File: src/rtl/lcd_read_controller.sv
// Read-cycle sequencer for an HD44780-style panel: times SETUP / EN_HI / HOLD,
// samples the data bus, and optionally polls the busy flag until it clears.
module lcd_read_controller #(
  parameter int CLK_DIVIDE = 16,
  parameter int POLL_MAX   = 4096
) (
  input  logic       iCLK,
  input  logic       iRST,
  input  logic       iStart,
  input  logic       iRS,
  input  logic       iPoll,
  output logic [7:0] oData,
  output logic       oDone,
  output logic       oBusy,
  output logic       oTimeout,
  input  logic [7:0] LCD_DATA_IN,
  output logic       LCD_RW,
  output logic       LCD_EN,
  output logic       LCD_RS
);

  localparam int PH_W = (CLK_DIVIDE > 1) ? $clog2(CLK_DIVIDE) : 1;
  localparam int PC_W = (POLL_MAX > 1) ? $clog2(POLL_MAX) : 1;
  localparam logic [PH_W-1:0] PH_LAST = PH_W'(CLK_DIVIDE - 1);
  localparam logic [PC_W-1:0] PC_LAST = PC_W'(POLL_MAX - 1);

  typedef enum logic [2:0] {
    IDLE  = 3'd0,
    SETUP = 3'd1,
    EN_HI = 3'd2,
    HOLD  = 3'd3,
    DONE  = 3'd4
  } state_t;

  state_t            r_state;
  state_t            w_next;
  logic [PH_W-1:0]   r_phase;
  logic [PC_W-1:0]   r_poll_cnt;
  logic              r_rs;
  logic              r_poll;
  logic [7:0]        r_data;
  logic              r_done;
  logic              r_busy;
  logic              r_timeout;
  logic              r_rw;
  logic              r_en;
  logic              r_lcd_rs;

  logic              w_last_phase;
  logic              w_accept;
  logic              w_flag_busy;
  logic              w_repoll;
  logic              w_poll_expired;
  logic              w_hold_end;
  logic              w_rs_sel;

  assign w_last_phase   = (r_phase == PH_LAST);
  assign w_accept       = (r_state == IDLE) && iStart;
  // The busy flag is judged from the byte already captured at the end of EN_HI.
  assign w_flag_busy    = r_poll && r_data[7];
  assign w_repoll       = w_flag_busy && (r_poll_cnt < PC_LAST);
  assign w_poll_expired = w_flag_busy && (r_poll_cnt == PC_LAST);
  assign w_hold_end     = (r_state == HOLD) && w_last_phase;
  assign w_rs_sel       = w_accept ? iRS : r_rs;

  // State register
  always_ff @(posedge iCLK) begin
    if (iRST) begin
      r_state <= IDLE;
    end else begin
      r_state <= w_next;
    end
  end

  // Next-state decode
  always_comb begin
    w_next = r_state;
    case (r_state)
      IDLE: begin
        if (iStart) w_next = SETUP;
        else        w_next = IDLE;
      end
      SETUP: begin
        if (w_last_phase) w_next = EN_HI;
        else              w_next = SETUP;
      end
      EN_HI: begin
        if (w_last_phase) w_next = HOLD;
        else              w_next = EN_HI;
      end
      HOLD: begin
        if (w_last_phase) w_next = DONE;
        else              w_next = HOLD;
      end
      DONE: begin
        if (w_repoll) w_next = SETUP;
        else          w_next = IDLE;
      end
      default: w_next = IDLE;
    endcase
  end

  // Phase/poll counters, request latches and the sampled data byte
  always_ff @(posedge iCLK) begin
    if (iRST) begin
      r_phase    <= '0;
      r_poll_cnt <= '0;
      r_rs       <= 1'b0;
      r_poll     <= 1'b0;
      r_data     <= 8'h00;
      r_timeout  <= 1'b0;
    end else begin
      if ((w_next != r_state) || (r_state == IDLE)) r_phase <= '0;
      else                                          r_phase <= r_phase + PH_W'(1);

      if (w_accept) begin
        r_rs   <= iRS;
        r_poll <= iPoll & ~iRS;
      end

      if (w_accept)                        r_poll_cnt <= '0;
      else if ((r_state == DONE) && w_repoll) r_poll_cnt <= r_poll_cnt + PC_W'(1);

      if ((r_state == EN_HI) && w_last_phase) r_data <= LCD_DATA_IN;

      if (w_accept)                          r_timeout <= 1'b0;
      else if (w_hold_end && w_poll_expired) r_timeout <= 1'b1;
    end
  end

  // Registered panel strobes and status outputs, decoded from the next state
  always_ff @(posedge iCLK) begin
    if (iRST) begin
      r_done   <= 1'b0;
      r_busy   <= 1'b0;
      r_rw     <= 1'b0;
      r_en     <= 1'b0;
      r_lcd_rs <= 1'b0;
    end else begin
      r_done   <= w_hold_end && !w_repoll;
      r_busy   <= (w_next != IDLE);
      r_rw     <= (w_next != IDLE);
      r_en     <= (w_next == EN_HI);
      r_lcd_rs <= (w_next != IDLE) && w_rs_sel;
    end
  end

  assign oData    = r_data;
  assign oDone    = r_done;
  assign oBusy    = r_busy;
  assign oTimeout = r_timeout;
  assign LCD_RW   = r_rw;
  assign LCD_EN   = r_en;
  assign LCD_RS   = r_lcd_rs;

endmodule

File: config.mk
export PLATFORM = sky130hd
export DESIGN_NAME = lcd_read_controller
export DESIGN_NICKNAME = d
export VERILOG_FILES = /design/src/rtl/lcd_read_controller.sv
export SDC_FILE = /design/constraint.sdc
export NUM_CORES = 1
export LEC_CHECK = 0
export ABC_AREA = 1
export ABC_CLOCK_PERIOD_IN_PS = 1900
export CAP_MARGIN = 20
export CORE_UTILIZATION = 24
export CTS_BUF_LIST = sky130_fd_sc_hd__clkbuf_16
export CTS_CLUSTER_DIAMETER = 50
export CTS_CLUSTER_SIZE = 16
export DETAILED_ROUTE_END_ITERATION = 7
export PLACE_DENSITY_LB_ADDON = 0.08
export SLEW_MARGIN = 20
export SYNTH_ARGS = -nofsm -noshare
export SYNTH_HDL_FRONTEND = slang
export SYNTH_SLANG_ARGS = --single-unit
File: constraint.sdc
create_clock -name iCLK -period 1.9 [get_ports iCLK]
set_input_delay 0.38 -clock iCLK [delete_from_list [all_inputs] [get_ports iCLK]]
set_output_delay 0.38 -clock iCLK [all_outputs]
set_load 0.01 [all_outputs]
==> impl_metrics.ini, run 1 <==
[power_and_ir_drop]
p_sw_mw = 0.357
vdd_ir_drop_max_mv = 0.358
power_leakage_nw = 0.774
p_int_mw = 1.52
p_clk_share_pct = 56.1
pwr-share-seq_pct = 38.9
switching_share_pct = 19.1
combPwrFrac_pct = 5.0
p_per_area_nw_per_um2 = 893

[worst_setup_path]
crit_buf_inv = 1
worstSetupEndpointType = output pin
cp_cell_sequence = clkdlybuf4s50_1
r2r_cells = 9
slowest_stage = clkdlybuf4s50_1
cp.arrival_ns = 1.19
r2r_start = r_poll_cnt[0]$_SDFFE_PP0N_
cp.depth = 1
crit_fanout = 3
required_ns = 1.52
crit_family = buffers and inverters
rrSetupSlack_ns = 0.36
r2r_end = r_poll_cnt[3]$_SDFFE_PP0N_
slowest_delay_ns = 0.55
critPathCapture = oData[7]
path_class = reg2out
startpoint = oData[7]$_SDFFE_PP0P_
cp-start-kind = flip-flop

[global_routing]
grt_usage_pct = 12.0
grt_pass1_vias = 1278
grt_pass1_wl_mm = 5.89
grt_antenna_before_repair = 0
gr-total-overflow = 0
grt_max_degree = 13

[clocking]
path_clk_slew_ns = 0.06
clk_latency_ns = 0.28
post_cts_resized = 0
holdBufCountCts = 0
htreeDepth = 2
cts_setup_buffers = 0
cts-root-buf = clkbuf_16
cts_buffer_depth = 2
cts_tree = yes
cts_buffers = 5
clock_sinks = 34

[drt]
routed_wl_mm = 3.53
dr_wl_met3_um = 153
vias_per_cell = 4.20
ant_nets = 0
route.met2.wl_mm = 1.58
wl_per_cell_um = 11.0
drt_pass1_iterations = 4
drtIter0Drc = 50
drc = 0
wl_met1_mm = 1.71
num_vias = 1345
routed.top_layer = met4

[timing]
finalCritPeriodShare_pct = 82.7
rsz0062_at_grt = no
fmax_mhz = 636
skew_ns = 0.00476
tns_ns = 0
worst_pin_slew_ns = 0.322
relSlewSlack_pct = 78.5
maxSlewViolCount = 0
hold_viol = 0
setup-violations-final = 0
finalCriticalPeriod_ns = 1.57

[logic_synthesis]
synth_top_area_cell = dfxtp_1
muxShareOfSynthArea_pct = 0
netlist_area_um2 = 1560
ys_types = 28
ys_ff_latch = 34
synth_top_family_by_area = simple AND/OR/NAND/NOR gates
ys_warn_count = 0
synth_nets = 225
syn_inst = 210
synthXorXnorAreaFrac_pct = 5.04
syn_area_per_cell_um2 = 7.45
synth-simple-area-share_pct = 31.5
synth_top_area_share_pct = 43.5
ys_seq_area_share_pct = 43.5
yosys-top-cells-area = dfxtp_1 44%, nand2_1 11%, nor2_1 8.4%
synthAdderAreaFrac_pct = 1.60
synth_compound_area_share_pct = 10.3

[cells_and_area]
layout_common_cells = 45 x nand2_1, 35 x nor2_1, 34 x dfxtp_1, 26 x clkdlybuf4s50_1, 20 x inv_1
drive_above_1_share_pct = 11.9
layout_commonest_cell = nand2_1
finalInstanceArea_um2 = 2100
area_growth_syn_to_layout_pct = 34.3
antennaDiodeCount = 0
fin_nets = 257

[floorplanning]
core_um2 = 6310
io_pins = 27
num_rows = 29
dieArea_um2 = 6840
chipHeight_um = 82.7
start_util_pct = 24.8
die_w_um = 82.7

[placement]
io_buffers = 26
dpl_cell_area_um2 = 1910
dp_hpwl_mm = 2.59
gp_congestion = 0.735

[outcome]
outcome = complete, no violations

[hold_path]
hold_depth = 1
hp-class = reg2reg

[flow_run]
max_cap_violations = 0
==> sequential cells by signal (all words and copies together), names as in the netlist <==
| name | count |
|---|---|
| oData | 8 |
| r_poll | 1 |
| r_state | 3 |
| oDone | 1 |
| LCD_EN | 1 |
| r_phase | 4 |
| r_poll_cnt | 12 |
| LCD_RW | 1 |
| oTimeout | 1 |
| r_rs | 1 |
| LCD_RS | 1 |
==> how the worst min path moves through the flow <==
stage                          start                     to
2_1_floorplan  r_phase[0]$_SDFF_PP0_  r_phase[0]$_SDFF_PP0_
3_3_place_gp   r_phase[0]$_SDFF_PP0_  r_phase[0]$_SDFF_PP0_
3_5_place_dp   r_phase[0]$_SDFF_PP0_  r_phase[0]$_SDFF_PP0_
4_1_cts        r_phase[0]$_SDFF_PP0_  r_phase[0]$_SDFF_PP0_
5_1_grt        r_phase[0]$_SDFF_PP0_  r_phase[0]$_SDFF_PP0_
6_report       r_phase[0]$_SDFF_PP0_  r_phase[0]$_SDFF_PP0_
==> cell usage after synthesis, drive strengths merged <==
cell    count
a21boi      1
a21oi      15
nor2       40
nand4       2
nor3        4
dfxtp      34
a32o        1
nand3      12
ha          2
nor4        1
o21ai      11
inv        23
buf         4
nand2      49
xnor2       4
clkbuf      1
a31oi       1
xor2        5
==> power by group through the flow <==
| stage | registers (mW) | logic (mW) | clock network [mW] |
|---|---|---|---|
| final | 0.731 | 0.0933 | 1.05 |
| after global routing | 0.732 | 0.106 | 1.11 |
| after CTS | 0.731 | 0.0949 | 1.09 |
| after detailed placement | 0.746 | 0.0946 | 0 |
| after global placement | 0.747 | 0.0959 | 0 |
| after floorplan | 0.746 | 0.0467 | 0 |
==> final cells by class <==
class	instances	area, um2
Fill cell	713	4210
Clock inverter	3	63.8
Sequential cell	34	681
Clock buffer	5	125
Tap cell	77	96.3
Multi-Input combinational cell	148	758
Inverter	23	86.3
Timing Repair Buffer	30	290
==> metrics by stage <==
step	power, mW	std cells	setup slack (ns)	utilization (%)	hold WS, ns
final	1.88	320	0.328	33.3	0.443
after global routing	1.95	320	0.199	33.3	0.470
after CTS	1.91	320	0.297	33.3	0.450
after detailed placement	0.841	312	0.276	30.3	0.436
after global placement	0.843	312	0.276	30.3	0.436
after floorplan	0.793	210	0.501	-	0.418
==> cell families (layout without fill, tap and decap cells) <==
logic type / after synthesis / in the layout
AO/OA/AOI/OAI: 29 / 29
buffers and inverters: 28 / 61
AND/OR/NAND/NOR: 108 / 108
flip-flops: 34 / 34
XOR/XNOR: 9 / 9
adder cells (fa/ha/maj): 2 / 2
==> routing by layer <==
metal | up-vias | GRT usage, %
li1 | 725 | -
met1 | 595 | 14.2
met2 | 18 | 18.7
met3 | 7 | 4.18
met4 | 0 | 7.24
met5 | - | 0
Note: power is estimated with default switching activity, not from simulation.
==> inputs of run 2 (changes only) <==
--- a/config.mk
+++ b/config.mk
@@ -6,7 +6,7 @@
 export NUM_CORES = 1
 export LEC_CHECK = 0
 export ABC_AREA = 1
-export ABC_CLOCK_PERIOD_IN_PS = 1900
+export ABC_CLOCK_PERIOD_IN_PS = 1300
 export CAP_MARGIN = 20
 export CORE_UTILIZATION = 24
 export CTS_BUF_LIST = sky130_fd_sc_hd__clkbuf_16
==> constraint.sdc (replaced) <==
create_clock -name iCLK -period 1.3 [get_ports iCLK]
set_input_delay 0.26 -clock iCLK [delete_from_list [all_inputs] [get_ports iCLK]]
set_output_delay 0.26 -clock iCLK [all_outputs]
set_load 0.01 [all_outputs]
==> impl_metrics.ini, run 2 (synthesis results as in run 1) <==
[outcome]
outcome = complete, but fails checks
failed_checks = setup timing

[clocking]
clk_latency_ns = 0.28
path_clk_slew_ns = 0.05
cts_buffer_depth = 2
holdBufCountCts = 0
cts-root-buf = clkbuf_16
clock_sinks = 34
htreeDepth = 2
cts_buffers = 5
cts_tree = yes

[worst_setup_path]
cp_cell_sequence = ha_4 > nand2_2 > nor2_2 > buf_6 > nand2_4 > nand2_4 > nor2_4 > nand3_1 > nand3_4 > nor2_1
crit_family = simple AND/OR/NAND/NOR gates
worstSetupEndpointType = flip-flop
slowest_delay_ns = 0.35
path_class = reg2reg
required_ns = 1.52
slowest_stage = dfxtp_2
crit_buf_inv = 1
cp.depth = 10
cp.arrival_ns = 1.56
r2r_cells = 10
crit_fanout = 4
crit_path_frequent_cell = nand2_4
cp-start-kind = flip-flop

[cells_and_area]
multi_input_area_um2 = 922
seqCellArea_um2 = 688
drive_above_1_share_pct = 35.4
regMostFlops = r_poll_cnt
finalInstanceArea_um2 = 2500
fin_nets = 294
antennaDiodeCount = 0
largest_reg_flops = 12
nFillCells = 712
area_growth_syn_to_layout_pct = 59.8
layout_commonest_cell = buf_4
layout_common_cells = 38 x buf_4, 35 x nand2_1, 32 x nor2_1, 28 x dfxtp_1, 19 x inv_1

[floorplanning]
io_pins = 27
core_um2 = 6310
num_rows = 29
start_util_pct = 24.8
die_w_um = 82.7
dieArea_um2 = 6840
chipHeight_um = 82.7

[drt]
vias_per_cell = 4.12
num_vias = 1472
drtIter0Drc = 34
ant_nets = 0
routed_wl_mm = 3.97
drt_pass1_iterations = 4
drc = 0
wl_per_cell_um = 11.1

[timing]
worst_pin_slew_ns = 0.329
finalCriticalPeriod_ns = 1.34
skew_ns = 0.00435
hold_slack_ns = 0.460
fmax_mhz = 748
maxSlewViolCount = 0
finalCritPeriodShare_pct = 103
rsz0062_at_grt = yes
hold_viol = 0
setup-violations-final = 8
relSlewSlack_pct = 77.9
setup_slack_ns = -0.0361

[flow_run]
max_cap_violations = 0

[power_and_ir_drop]
vdd_ir_drop_max_mv = 0.554
power.total_mw = 2.39
p_per_area_nw_per_um2 = 957
power_leakage_nw = 1.02

[global_routing]
grt_max_degree = 12
gr-total-overflow = 0
grt_pass1_vias = 1424
gr-max-usage-layer = met2
grt_usage_pct = 13.2
grt_use_met3_pct = 3.63
grt_pass1_wl_mm = 6.54
grt_use_met1_pct = 15.5
grt_use_met2_pct = 22.0
grt_antenna_before_repair = 0

[placement]
io_buffers = 26
dp_hpwl_mm = 2.95
dpl_cell_area_um2 = 2190
gp_congestion = 0.803

[hold_path]
hp-class = reg2reg
hold_depth = 1
## run 2: cell types whose count changed in the layout (fill, tap and decap cells not counted), sizes merged
cell           previous run  this run
clkinv                    1         2
dlygate4sd2               0        14
buf                       4        41
clkdlybuf4s50            26        12
inv                      23        24
bufinv                    2         0
## run 2: routing by layer
metal	vias to the layer above	wire [um]
met5	-	0
met4	0	52
met3	5	112
met2	18	1930
met1	646	1870
li1	803	-
## run 2: through the flow
step	TNS [ns]	setup WS (ns)	cells	util, %
final	-0.151	-0.0361	357	39.6
after global routing	-2.65	-0.145	357	39.6
after CTS	-0.614	-0.0897	356	37.6
after detailed placement	-2.72	-0.160	347	34.7
after global placement	-2.91	-0.178	347	34.7
after floorplan	0	0.0110	210	-
## run 2: area by class of cell
type	count	share of cell area [%]
clock buffer	5	5.01
clock inverter	3	0.501
inverter	23	3.56
multi-input combinational	148	36.9
sequential	34	27.5
tap	77	3.86
timing repair buffer	67	22.6
## run 2: power breakdown
group	switching (mW)	internal (mW)	leakage, nW	total (mW)
Sequential	0.00827	1.06	0.278	1.07
Clock	0.438	0.692	0.0724	1.13
Combinational	0.0960	0.100	0.671	0.196
Total	0.542	1.85	1.02	2.39
## run 2: worst register-to-register path: stages, from the launching register on
cell,delay (ns)
dfxtp_2,0.35
ha_4,0.14
nand2_2,0.05
nor2_2,0.11
buf_6,0.12
nand2_4,0.06
nand2_4,0.07
nor2_4,0.03
nand3_1,0.12
nand3_4,0.10
nor2_1,0.11
## run 2: what timing repair did
action	4_1_cts	5_1_grt
endpoints found under the hold margin	0	0
pin swaps	8	15
setup buffers	1	1
setup endpoints to repair	44	32
resized for setup	31	33
## run 2: final timing paths
path | startpoint | end | slack, ns
setup / recovery | r_phase[0]$_SDFF_PP0_ | r_phase[2]$_SDFF_PP0_ | -0.04
hold / removal | r_poll$_SDFFE_PP0P_ | r_poll$_SDFFE_PP0P_ | 0.46
setup reg to reg | r_phase[0]$_SDFF_PP0_ | r_phase[2]$_SDFF_PP0_ | -0.04
hold reg to reg | r_poll$_SDFFE_PP0P_ | r_poll$_SDFFE_PP0P_ | 0.46
